### src/rtl/alu_pkg.sv
// Shared ALU definitions: sequencer state encodings and flag-bit positions.
package alu_pkg;

   typedef enum logic [1:0] {
      IDLE = 2'd0,
      CALC = 2'd1,
      DONE = 2'd2
   } alu_state_t;

   // Bit positions of the zero/negative/carry/overflow flags in a packed flag word
   localparam int unsigned FLAG_V = 0;
   localparam int unsigned FLAG_C = 1;
   localparam int unsigned FLAG_N = 2;
   localparam int unsigned FLAG_Z = 3;
   localparam int unsigned NFLAGS = 4;

   // Counter width able to index n items, never less than one bit
   function automatic int unsigned cnt_width(input int unsigned n);
      return (n > 1) ? $clog2(n) : 1;
   endfunction

endpackage

### src/rtl/add_chunk.sv
// Combinational CHUNK-bit adder slice with carry out and carry into its MSB.
module add_chunk #(
   parameter int unsigned CHUNK = 8
) (
   input  logic [CHUNK-1:0] i_a,
   input  logic [CHUNK-1:0] i_b,
   input  logic             i_cin,
   output logic [CHUNK-1:0] o_sum,
   output logic             o_cout,
   output logic             o_cmsb
);

   logic [CHUNK:0] w_total;

   // Full add; carry into the MSB is recovered from the MSB sum bit
   always_comb begin
      w_total = {1'b0, i_a} + {1'b0, i_b} + {{CHUNK{1'b0}}, i_cin};
      o_sum   = w_total[CHUNK-1:0];
      o_cout  = w_total[CHUNK];
      o_cmsb  = i_a[CHUNK-1] ^ i_b[CHUNK-1] ^ w_total[CHUNK-1];
   end

endmodule

### src/rtl/add_seq.sv
// Multi-cycle adder/subtractor: one CHUNK-bit slice per cycle, flags on completion.
module add_seq
   import alu_pkg::*;
#(
   parameter int unsigned WIDTH = 32,
   parameter int unsigned CHUNK = 8
) (
   input  logic             clk,
   input  logic             rst_n,
   input  logic             in_valid,
   output logic             in_ready,
   input  logic [WIDTH-1:0] A,
   input  logic [WIDTH-1:0] B,
   input  logic             sub,
   input  logic             sign,
   output logic             out_valid,
   input  logic             out_ready,
   output logic [WIDTH-1:0] respuesta,
   output logic             Z,
   output logic             N,
   output logic             C,
   output logic             V
);

   localparam int unsigned NCHUNK = WIDTH / CHUNK;
   localparam int unsigned CW     = cnt_width(NCHUNK);
   localparam logic [CW-1:0] LAST = CW'(NCHUNK - 1);

   alu_state_t        r_state;
   alu_state_t        w_next;
   logic [WIDTH-1:0]  r_a;
   logic [WIDTH-1:0]  r_b;
   logic [WIDTH-1:0]  r_res;
   logic [WIDTH-1:0]  w_final;
   logic              r_carry;
   logic              r_sign;
   logic [CW-1:0]     r_cnt;
   logic [NFLAGS-1:0] r_flags;
   logic [CHUNK-1:0]  w_sum;
   logic              w_cout;
   logic              w_cmsb;
   logic              w_last;
   logic              w_accept;

   assign w_last   = (r_cnt == LAST);
   assign w_accept = in_valid && (r_state == IDLE);

   add_chunk #(.CHUNK(CHUNK)) u_chunk (
      .i_a    (r_a[r_cnt*CHUNK +: CHUNK]),
      .i_b    (r_b[r_cnt*CHUNK +: CHUNK]),
      .i_cin  (r_carry),
      .o_sum  (w_sum),
      .o_cout (w_cout),
      .o_cmsb (w_cmsb)
   );

   // Complete result as it will look once the MSB chunk is written
   always_comb begin
      w_final = r_res;
      w_final[WIDTH-1 -: CHUNK] = w_sum;
   end

   // State register
   always_ff @(posedge clk or negedge rst_n) begin
      if (!rst_n) r_state <= IDLE;
      else        r_state <= w_next;
   end

   // Next-state logic
   always_comb begin
      w_next = r_state;
      case (r_state)
         IDLE:    if (in_valid)  w_next = CALC;
         CALC:    if (w_last)    w_next = DONE;
         DONE:    if (out_ready) w_next = IDLE;
         default:                w_next = IDLE;
      endcase
   end

   // Handshake outputs decoded from state
   always_comb begin
      in_ready  = (r_state == IDLE);
      out_valid = (r_state == DONE);
   end

   // Operand capture, per-chunk accumulation and flag generation
   always_ff @(posedge clk or negedge rst_n) begin
      if (!rst_n) begin
         r_a     <= '0;
         r_b     <= '0;
         r_res   <= '0;
         r_carry <= 1'b0;
         r_sign  <= 1'b0;
         r_cnt   <= '0;
         r_flags <= '0;
      end else begin
         case (r_state)
            IDLE: begin
               if (w_accept) begin
                  r_a     <= A;
                  r_b     <= sub ? ~B : B;
                  r_carry <= sub;
                  r_sign  <= sign;
                  r_cnt   <= '0;
               end
            end
            CALC: begin
               r_res[r_cnt*CHUNK +: CHUNK] <= w_sum;
               r_carry <= w_cout;
               if (w_last) begin
                  r_cnt           <= '0;
                  r_flags[FLAG_Z] <= (w_final == '0);
                  r_flags[FLAG_N] <= r_sign & w_final[WIDTH-1];
                  r_flags[FLAG_C] <= w_cout;
                  // Signed overflow: carry into MSB differs from carry out
                  r_flags[FLAG_V] <= r_sign & (w_cmsb ^ w_cout);
               end else begin
                  r_cnt <= r_cnt + CW'(1);
               end
            end
            default: ;
         endcase
      end
   end

   assign respuesta = r_res;
   assign Z = r_flags[FLAG_Z];
   assign N = r_flags[FLAG_N];
   assign C = r_flags[FLAG_C];
   assign V = r_flags[FLAG_V];

endmodule
### config.mk
export PLATFORM = sky130hd
export DESIGN_NAME = add_seq
export DESIGN_NICKNAME = d
export VERILOG_FILES = /design/src/rtl/alu_pkg.sv /design/src/rtl/add_chunk.sv /design/src/rtl/add_seq.sv
export SDC_FILE = /design/constraint.sdc
export NUM_CORES = 1
export LEC_CHECK = 0
export CORE_UTILIZATION = 55
export DETAILED_ROUTE_END_ITERATION = 16
export PLACE_DENSITY = 0.85
export SETUP_SLACK_MARGIN = 0.2
export SLEW_MARGIN = 10
export SYNTH_ARGS = -nofsm -noshare
export SYNTH_HDL_FRONTEND = slang
export SYNTH_SLANG_ARGS = --single-unit
### constraint.sdc
create_clock -name clk -period 6.5 [get_ports clk]
set_input_delay 1.3 -clock clk [delete_from_list [all_inputs] [get_ports clk]]
set_output_delay 1.3 -clock clk [all_outputs]
set_load 0.01 [all_outputs]
After elaboration in Yosys (flattened, before gate mapping)
Cells that the tools add are included.
{ "op_classes": {"reduce_logical": 8, "n_eq_ne": 7, "mux": 11, "n_shift": 4, "add_sub_neg": 4, "bitwise": 6} }
{ "op_table": {"columns": ["operator", "n"], "rows": [
  ["$shiftx 32x6->8", 2],
  ["$neg 5->34", 1],
  ["$shift 8x34->32 const A", 1],
  ["$shiftx 8x34->32", 1],
  ["$bwmux 32", 1],
  ["$logic_not 32->1", 1],
  ["$mux 32", 1],
  ["$not 32->32", 1],
  ["$mux 2", 5],
  ["$add 8x8->9", 1],
  ["$add 9x1->9", 1],
  ["$pmux 2 s3", 1],
  ["$reduce_and 2->1", 3],
  ["$eq 2x2->1 const B", 2],
  ["$ne 2x1->1 const B", 2],
  ["$ne 2x2->1 const B", 2],
  ["$pmux 2 s2", 1],
  ["$reduce_and 3->1", 1],
  ["$xor 1x1->1", 3],
  ["$add 2x1->2 const B", 1],
  ["$and 1x1->1", 2],
  ["$eq 2x1->1 const B", 1],
  ["$logic_not 2->1", 1],
  ["$pmux 1 s2", 1],
  ["3 further kinds", 3]
]} }
{ "totals": {"input_bits": 70, "regBits": 106, "elab_cells": 48} }

Logic depth before layout (Yosys ltp)
Gate-level depths: netlist of the first run.
{ "logic_depth": {"ltp_word": 6, "ltp_mapped": 10, "ltp_nobuf": 9} }

Hierarchy
Synthesis of the first run repeated with hierarchy kept, for this count alone.
{ "hier_totals": {"cells_unflattened": 401, "area_unflattened_um2": 5142.4} }
{ "by_module_without_submodules": {"columns": ["mod", "area_per_inst_um2", "cells_per_inst", "instances", "seq_area_each_um2"], "rows": [
  ["add_seq", 4778.3, 358, 1, 2652.5],
  ["add_chunk", 364.1, 43, 1, 0.0]
]} }

Worst setup path before layout of the first run
OpenSTA, ideal clock, no wires.
{ "synth_path": {"path_kind": "flip-flop to flip-flop", "from": "register r_cnt[0]", "to": "register r_flags[3]", "required_time_ns": 6.408, "slack_ns": 3.215, "path_stages_with_launch": 11, "synth_period_minus_slack_ns": 3.285, "setup_ns": 0.092, "t_arrival_ns": 3.193, "cell_sequence": "dfrtp_1 buf_2 mux4_2 inv_1 fa_1 fa_1 and4bb_2 nand4_1 or4_1 a2111o_1 o31ai_2"} }
{ "synth_between": {"elab_chain_len": 4, "word_cells_on_any_way": 7} }
{ "synth_lines": {"columns": ["item", "line_no", "text"], "rows": [
  ["start, declared", "add_seq.sv:37", "logic [CW-1:0] r_cnt;"],
  ["start signal, assigned", "add_seq.sv:118", "r_cnt <= r_cnt + CW'(1);"],
  ["$shiftx 32x6->8 (on tied branches)", "add_seq.sv:49, add_seq.sv:50", null],
  ["$add 8x8->9", "add_chunk.sv:17", "w_total = {1'b0, i_a} + {1'b0, i_b} + {{CHUNK{1'b0}}, i_cin};"],
  ["$add 9x1->9", "add_chunk.sv:17", null],
  ["$logic_not 32->1", "add_seq.sv:112", "r_flags[FLAG_Z] <= (w_final == '0);"],
  ["end signal, assigned by index", "add_seq.sv:112", null],
  ["end signal, assigned by index", "add_seq.sv:113", "r_flags[FLAG_N] <= r_sign & w_final[WIDTH-1];"],
  ["end signal, assigned by index", "add_seq.sv:114", "r_flags[FLAG_C] <= w_cout;"],
  ["end, declared", "add_seq.sv:38", "logic [NFLAGS-1:0] r_flags;"]
]} }
Several ways; a longest one is shown, not always the timed one.
A chain may end at the register's enable or synchronous reset.

Final worst setup path of the first run
{ "layout_path": {"from": "register r_cnt[1]", "to": "register r_flags[3]"} }
Same word-level chain as after synthesis.

==> flow_summary_export.csv, run 1 <==
group,metric,value,unit
global_route,grt_usage,0.248,
pwr,clkPwrFrac,0.117,
setup_path,crit_type,"reg2reg",
run_status,status,"complete, but fails checks",
setup_path,crit_required,6.77,ns
die,die_x,97.9,um
die,chipHeight,97.9,um
final_layout,nets,674,
setup_path,crit_path_max_fanout,20,
global_route,use_met3,0.0408,
die,num_rows,34,
placement,post-place-ws,2.77,ns
synthesis,synth_edf_count,0,
setup_path,cp-startpoint,"r_cnt[1]",
synthesis,ys.flop_type,"dfrtp_1",
setup_path,reg2reg_from,"r_cnt[1]",
clock_tree,clk-insertion-delay-late,0.37,ns
clock_tree,cts.reportedPaths.clkPinSlew,0.10,ns
placement,io_buffers,107,
setup_path,endpoint_kind,"flip-flop",
global_route,grtUsageMet1,0.321,
sta,slew_headroom,0.409,
clock_tree,cts_tree,"yes",
setup_path,rrSetupSlack,2.71,ns
setup_path,rr_endpoint,"r_flags[3]",
setup_path,crit_slowest_cell,"dfrtp_1",
sta,rsz0062_at_grt,"false",
final_layout,syn_to_final_growth,25.9,%
sta,final.setup.tns,0,ns
synthesis,syn-cell-area,0.00506,mm2
route,ant_nets,0,
setup_path,cpPeakStageDelay,0.92,ns
die,dieArea,0.00958,mm2
final_layout,n_antenna_cell,0,
clock_tree,postCtsHoldBufs,0,
clock_tree,cts-buffers-inserted,9,
global_route,grt_overflow,0,
setup_path,cp_common_cell,"fa_1",
synthesis,ys_ff_latch,106,
global_route,grt_pass1_vias,3988,
global_route,grt_use_met2,0.416,
setup_path,cp_top_family,"adder cells",
global_route,grt_pass1_wl,18.6,mm
die,pin_count,108,
placement,gp_congestion,0.864,
clock_tree,cts.sinks,106,
sta,setup_viol,0,
placement,dp.cells,686,
die,initial_utilization,0.574,
pwr,p_comb_frac,0.540,
clock_tree,ctsResizeCount,0,
route,first_pass_iters,11,
sta,slew_violations,0,
route,wl_per_cell,16.1,um
synthesis,syn_avg_cell_area,10.3,um2
setup_path,cp.depth,9,
route,wl,11.3,mm
pwr,irDropWorstVdd,0.000264,V
pwr,power_switching,1.41,mW
synthesis,synth_warnings,0,
sta,whs,0.483,ns
global_route,antenna_found_initial,0,
setup_path,crit_chain,"mux4_2 -> inv_1 -> fa_1 -> fa_1 -> and4bb_2 -> nand4_1 -> or4_1 -> a2111o_1 -> o31ai_2",
clock_tree,root_buffer,"clkbuf_8",
final_layout,drive_above_1_share,0.0808,
synthesis,async_reset_ff_frac,1.00,
sta,period_needed,3.79,ns
global_route,grt_max_degree,100,
setup_path,critPathArrivalTime,4.05,ns
run_status,violations,"DRC",
setup_path,reg2reg_depth,9,
pwr,seqPwrFrac,0.343,
pwr,power.internal,1.77,mW
clock_tree,clockBufferDepth,2,
synthesis,synth_cells,491,
clock_tree,htreeDepth,3,
run,max_cap_violations,0,
setup_path,critPathBufInv,1,
sta,hold_viol_final,0,
final_layout,layout_commonest_cell,"nand2_1",
synthesis,ys_types,41,
route,drt_iter0_markers,210,
synthesis,synth_nets,576,
pwr,leakagePower,2.89,nW
pwr,swShare,0.443,
worst_hold_path,holdCritPathClass,"reg2reg",
route,drc_errors,7,
sta,worst_pin_slew,0.886,ns
route,viasPerCell,5.54,
final_layout,fin_cells,702,
placement,dp_hpwl,8.46,mm
pwr,power_density,499,mW/mm2
route,vias,3889,
final_layout,finalInstanceArea,0.00637,mm2
synthesis,yosysSeqAreaShare,0.524,
placement,dpl_cell_area,0.00619,mm2
sta,fin_ws,2.71,ns
sta,timing.final.crit_share,0.583,
setup_path,start_kind,"flip-flop",
final_layout,layout_common_cells,"156 x nand2_1, 106 x dfrtp_1, 105 x clkdlybuf4s50_1",
sta,max_freq,0.264,GHz
clock_tree,postCtsSetupBuffers,0,
setup_path,crit_end,"r_flags[3]",
sta,finClkSkew,0.0168,ns
global_route,busiest_layer,"met2",
die,core_area,0.00881,mm2
==> layer usage <==
metal / wire length [um] / up-vias / part of all wire
met5: 0 / - / 0
met4: 327 / 0 / 0.029
met3: 565 / 32 / 0.050
li1: - / 1862 / -
met1: 4810 / 1861 / 0.43
met2: 5600 / 134 / 0.50
==> through the flow <==
step            util  power (mW)
2_1_floorplan      -        2.22
6_report       0.723        3.18
3_3_place_gp   0.703        2.70
5_1_grt        0.723        3.40
4_1_cts        0.723        3.17
3_5_place_dp   0.703        2.79
==> how the worst min path moves through the flow <==
stage | slack (ns) | from | endpoint | cells after the start
global placement | 0.45 | r_a[20] | r_a[20] | 2
finish | 0.48 | r_b[21] | r_b[21] | 2
CTS | 0.49 | r_b[21] | r_b[21] | 2
global route | 0.50 | r_b[30] | r_b[30] | 2
floorplan | 0.44 | r_sign | r_sign | 2
detailed placement | 0.46 | r_a[1] | r_a[1] | 2
==> synthesized netlist by cell type, types with 4 or more instances <==
| cell | n | area [um2] |
|---|---|---|
| nor2_1 | 12 | 45.0 |
| a22o_1 | 22 | 193 |
| nand2_1 | 157 | 589 |
| nand2b_1 | 4 | 25.0 |
| ha_1 | 13 | 163 |
| inv_1 | 10 | 37.5 |
| mux4_2 | 16 | 360 |
| buf_2 | 4 | 20.0 |
| nand4_1 | 5 | 31.3 |
| clkbuf_1 | 19 | 71.3 |
| nor4_1 | 5 | 31.3 |
| xnor2_1 | 34 | 298 |
| dfrtp_1 | 106 | 2650 |
| o21ai_0 | 46 | 230 |
| xor2_1 | 4 | 35.0 |
==> worst reg2reg max path, delay by kind of cell, from the launching register on <==
family | cells | cell delay [ns]
adder cells (fa/ha/maj) | 2 | 1.00
multiplexers | 1 | 0.36
buffers and inverters | 1 | 0.06
flip-flops | 1 | 0.92
AND/OR/NAND/NOR | 3 | 0.86
AO/OA/AOI/OAI | 2 | 0.50
==> sequential cells by signal (all words and copies together), names as in the netlist <==
register,cells
r_b,32
r_sign,1
r_carry,1
respuesta,32
r_cnt,2
r_flags,4
r_state,2
r_a,32
==> logic make-up (layout without fill, tap and decap cells) <==
logic type / count (synthesis) / in the layout / share of synthesized area
mux: 17 / 17 / 0.0735
xor+xnor: 38 / 38 / 0.0658
flops: 106 / 106 / 0.524
fa+ha+maj: 15 / 15 / 0.0401
compound gates: 82 / 82 / 0.106
buf+inv: 34 / 137 / 0.0262
simple gates: 199 / 199 / 0.164
==> cell type report <==
type                            count  area, um2
Sequential cell                   106       2650
Clock inverter                      7       51.3
Inverter                           10       37.5
Clock buffer                        9        124
Tap cell                          108        135
Timing Repair Buffer              111       1090
Multi-Input combinational cell    351       2270
Fill cell                         636       2440
==> power groups by stage <==
stage	combinational, mW	sequential [mW]	clock [mW]
4_1_cts	1.71	1.09	0.374
5_1_grt	1.88	1.12	0.404
3_5_place_dp	1.69	1.10	0
3_3_place_gp	1.62	1.08	0
2_1_floorplan	1.16	1.06	0
6_report	1.71	1.09	0.371
Note: power is estimated with default switching activity, not from simulation.
==> inputs of run 2 (changes only) <==
--- a/config.mk
+++ b/config.mk
@@ -5,9 +5,9 @@
 export SDC_FILE = /design/constraint.sdc
 export NUM_CORES = 1
 export LEC_CHECK = 0
-export CORE_UTILIZATION = 55
+export CORE_UTILIZATION = 51
 export DETAILED_ROUTE_END_ITERATION = 16
-export PLACE_DENSITY = 0.85
+export PLACE_DENSITY = 0.8
 export SETUP_SLACK_MARGIN = 0.2
 export SLEW_MARGIN = 10
 export SYNTH_ARGS = -nofsm -noshare
==> constraint.sdc (replaced) <==
create_clock -name clk -period 3.9 [get_ports clk]
set_input_delay 0.78 -clock clk [delete_from_list [all_inputs] [get_ports clk]]
set_output_delay 0.78 -clock clk [all_outputs]
set_load 0.01 [all_outputs]
==> run 2 against run 1 <==
  * The flow now finishes without violations
  * Non-clock buffer count up 3
  * Power increased by 72%
  * Critical path depth stayed put
  * Routed wire length down 0.71%
  * Via count is 0.57% lower
  * Sequential share of layout area is 0.64 points lower
  * Flip-flop and latch count unchanged
  * Worst hold slack got worse by 0.0011 ns
  * Clock power grew 100%
  * Clock skew shrank 0.0051 ns
  * Maximum frequency is 13% higher
  * Critical path type unchanged
==> flow_summary_export.csv, run 2 (synthesis results as in run 1) <==
group,metric,value,unit
route,wl,11.2,mm
route,wl_per_cell,15.5,um
placement,post-place-ws,0.573,ns
sta,period_needed,3.37,ns
final_layout,n_antenna_cell,0,
setup_path,critPathArrivalTime,3.64,ns
setup_path,cp-startpoint,"r_cnt[0]",
clock_tree,postCtsHoldBufs,0,
clock_tree,cts.sinks,106,
setup_path,crit_end,"r_flags[3]",
global_route,grt_pass1_vias,3841,
sta,whs,0.482,ns
pwr,leakagePower,2.92,nW
clock_tree,postCtsSetupBuffers,0,
route,ant_nets,0,
setup_path,start_kind,"flip-flop",
final_layout,nets,677,
run,max_cap_violations,0,
global_route,antenna_found_initial,0,
placement,gp_congestion,0.907,
placement,dp.cells,710,
sta,timing.final.crit_share,0.863,
final_layout,fin_cells,726,
final_layout,syn_to_final_growth,27.9,%
clock_tree,cts.reportedPaths.clkPinSlew,0.10,ns
final_layout,drive_above_1_share,0.0854,
die,dieArea,0.0103,mm2
die,core_area,0.00942,mm2
placement,dp_hpwl,8.44,mm
final_layout,layout_commonest_cell,"nand2_1",
route,drc_errors,0,
final_layout,n_fill_cell,697,
die,die_x,102,um
setup_path,crit_path_max_fanout,9,
sta,finClkSkew,0.0117,ns
die,chipHeight,102,um
global_route,grt_overflow,0,
setup_path,endpoint_kind,"flip-flop",
sta,rsz0062_at_grt,"false",
setup_path,crit_type,"reg2reg",
sta,fin_ws,0.534,ns
global_route,grt_max_degree,100,
die,num_rows,35,
run_status,status,"finished clean",
route,drt_iter0_markers,234,
global_route,grt_pass1_wl,18.3,mm
clock_tree,ctsResizeCount,0,
clock_tree,cts-buffers-inserted,9,
sta,slew_violations,0,
sta,final.setup.tns,0,ns
clock_tree,cts_tree,"yes",
setup_path,reg2reg_depth,9,
sta,max_freq,0.297,GHz
setup_path,rrSetupSlack,0.53,ns
placement,io_buffers,107,
clock_tree,clk-insertion-delay-late,0.37,ns
setup_path,rr_endpoint,"r_flags[3]",
sta,slew_headroom,0.276,
die,initial_utilization,0.537,
final_layout,layout_common_cells,"156 x nand2_1, 106 x dfrtp_1, 105 x clkdlybuf4s50_1",
clock_tree,htreeDepth,3,
clock_tree,clockBufferDepth,2,
sta,hold_viol_final,0,
global_route,grt_usage,0.233,
sta,worst_pin_slew,1.09,ns
final_layout,seqCellArea,0.00265,mm2
pwr,irDropWorstVdd,0.000354,V
route,first_pass_iters,4,
route,vias,3867,
setup_path,reg2reg_from,"r_cnt[0]",
sta,setup_viol,0,
final_layout,finalInstanceArea,0.00647,mm2
final_layout,fin_util,0.687,
route,viasPerCell,5.33,
pwr,p_total,5.46,mW
placement,dpl_cell_area,0.00624,mm2
setup_path,crit_required,4.17,ns
pwr,power_density,844,mW/mm2
worst_hold_path,holdCritPathClass,"reg2reg",
clock_tree,root_buffer,"clkbuf_8",
final_layout,multi_input_area,0.00227,mm2
die,pin_count,108,
run 2: cell count changes in the layout (fill, tap and decap cells not counted):
cell	delta
buf_4	+3
clkbuf_8	+1
clkinv_2	-1
inv_6	-2
bufinv_16	+2
run 2: critical path: stages (launching register included):
cell and delay, ns:
dfrtp_1 0.51, mux4_2 0.38, inv_1 0.05, fa_1 0.42
fa_1 0.59, and4bb_2 0.25, nand4_1 0.09, or4_1 0.52
a2111o_1 0.31, o31ai_2 0.17
run 2: layout make-up:
| type | instances | area share |
|---|---|---|
| sequential | 106 | 0.410 |
| inverter | 10 | 0.00580 |
| tap | 129 | 0.0250 |
| clock inverter | 6 | 0.0137 |
| multi-input combinational | 351 | 0.352 |
| timing repair buffer | 114 | 0.173 |
| clock buffer | 10 | 0.0213 |
run 2: report_power, final:
group	total, mW	switching, mW	internal, mW
clock network	0.744	0.363	0.380
logic	2.90	1.67	1.23
registers	1.81	0.283	1.53
total	5.46	2.32	3.14
run 2: worst min-delay path by stage:
stage | startpoint | endpoint | cells after the start
finish | r_a[27] | r_a[27] | 2
global route | r_a[27] | r_a[27] | 2
CTS | r_a[17] | r_a[17] | 2
detailed placement | r_a[31] | r_a[31] | 2
global placement | r_a[19] | r_a[19] | 2
floorplan | r_sign | r_sign | 2
run 2: routing by layer:
layer / routed length [um] / global-route usage
met5: 0 / 0
met4: 243 / 0.0792
met3: 555 / 0.0538
met2: 5520 / 0.388
met1: 4900 / 0.302
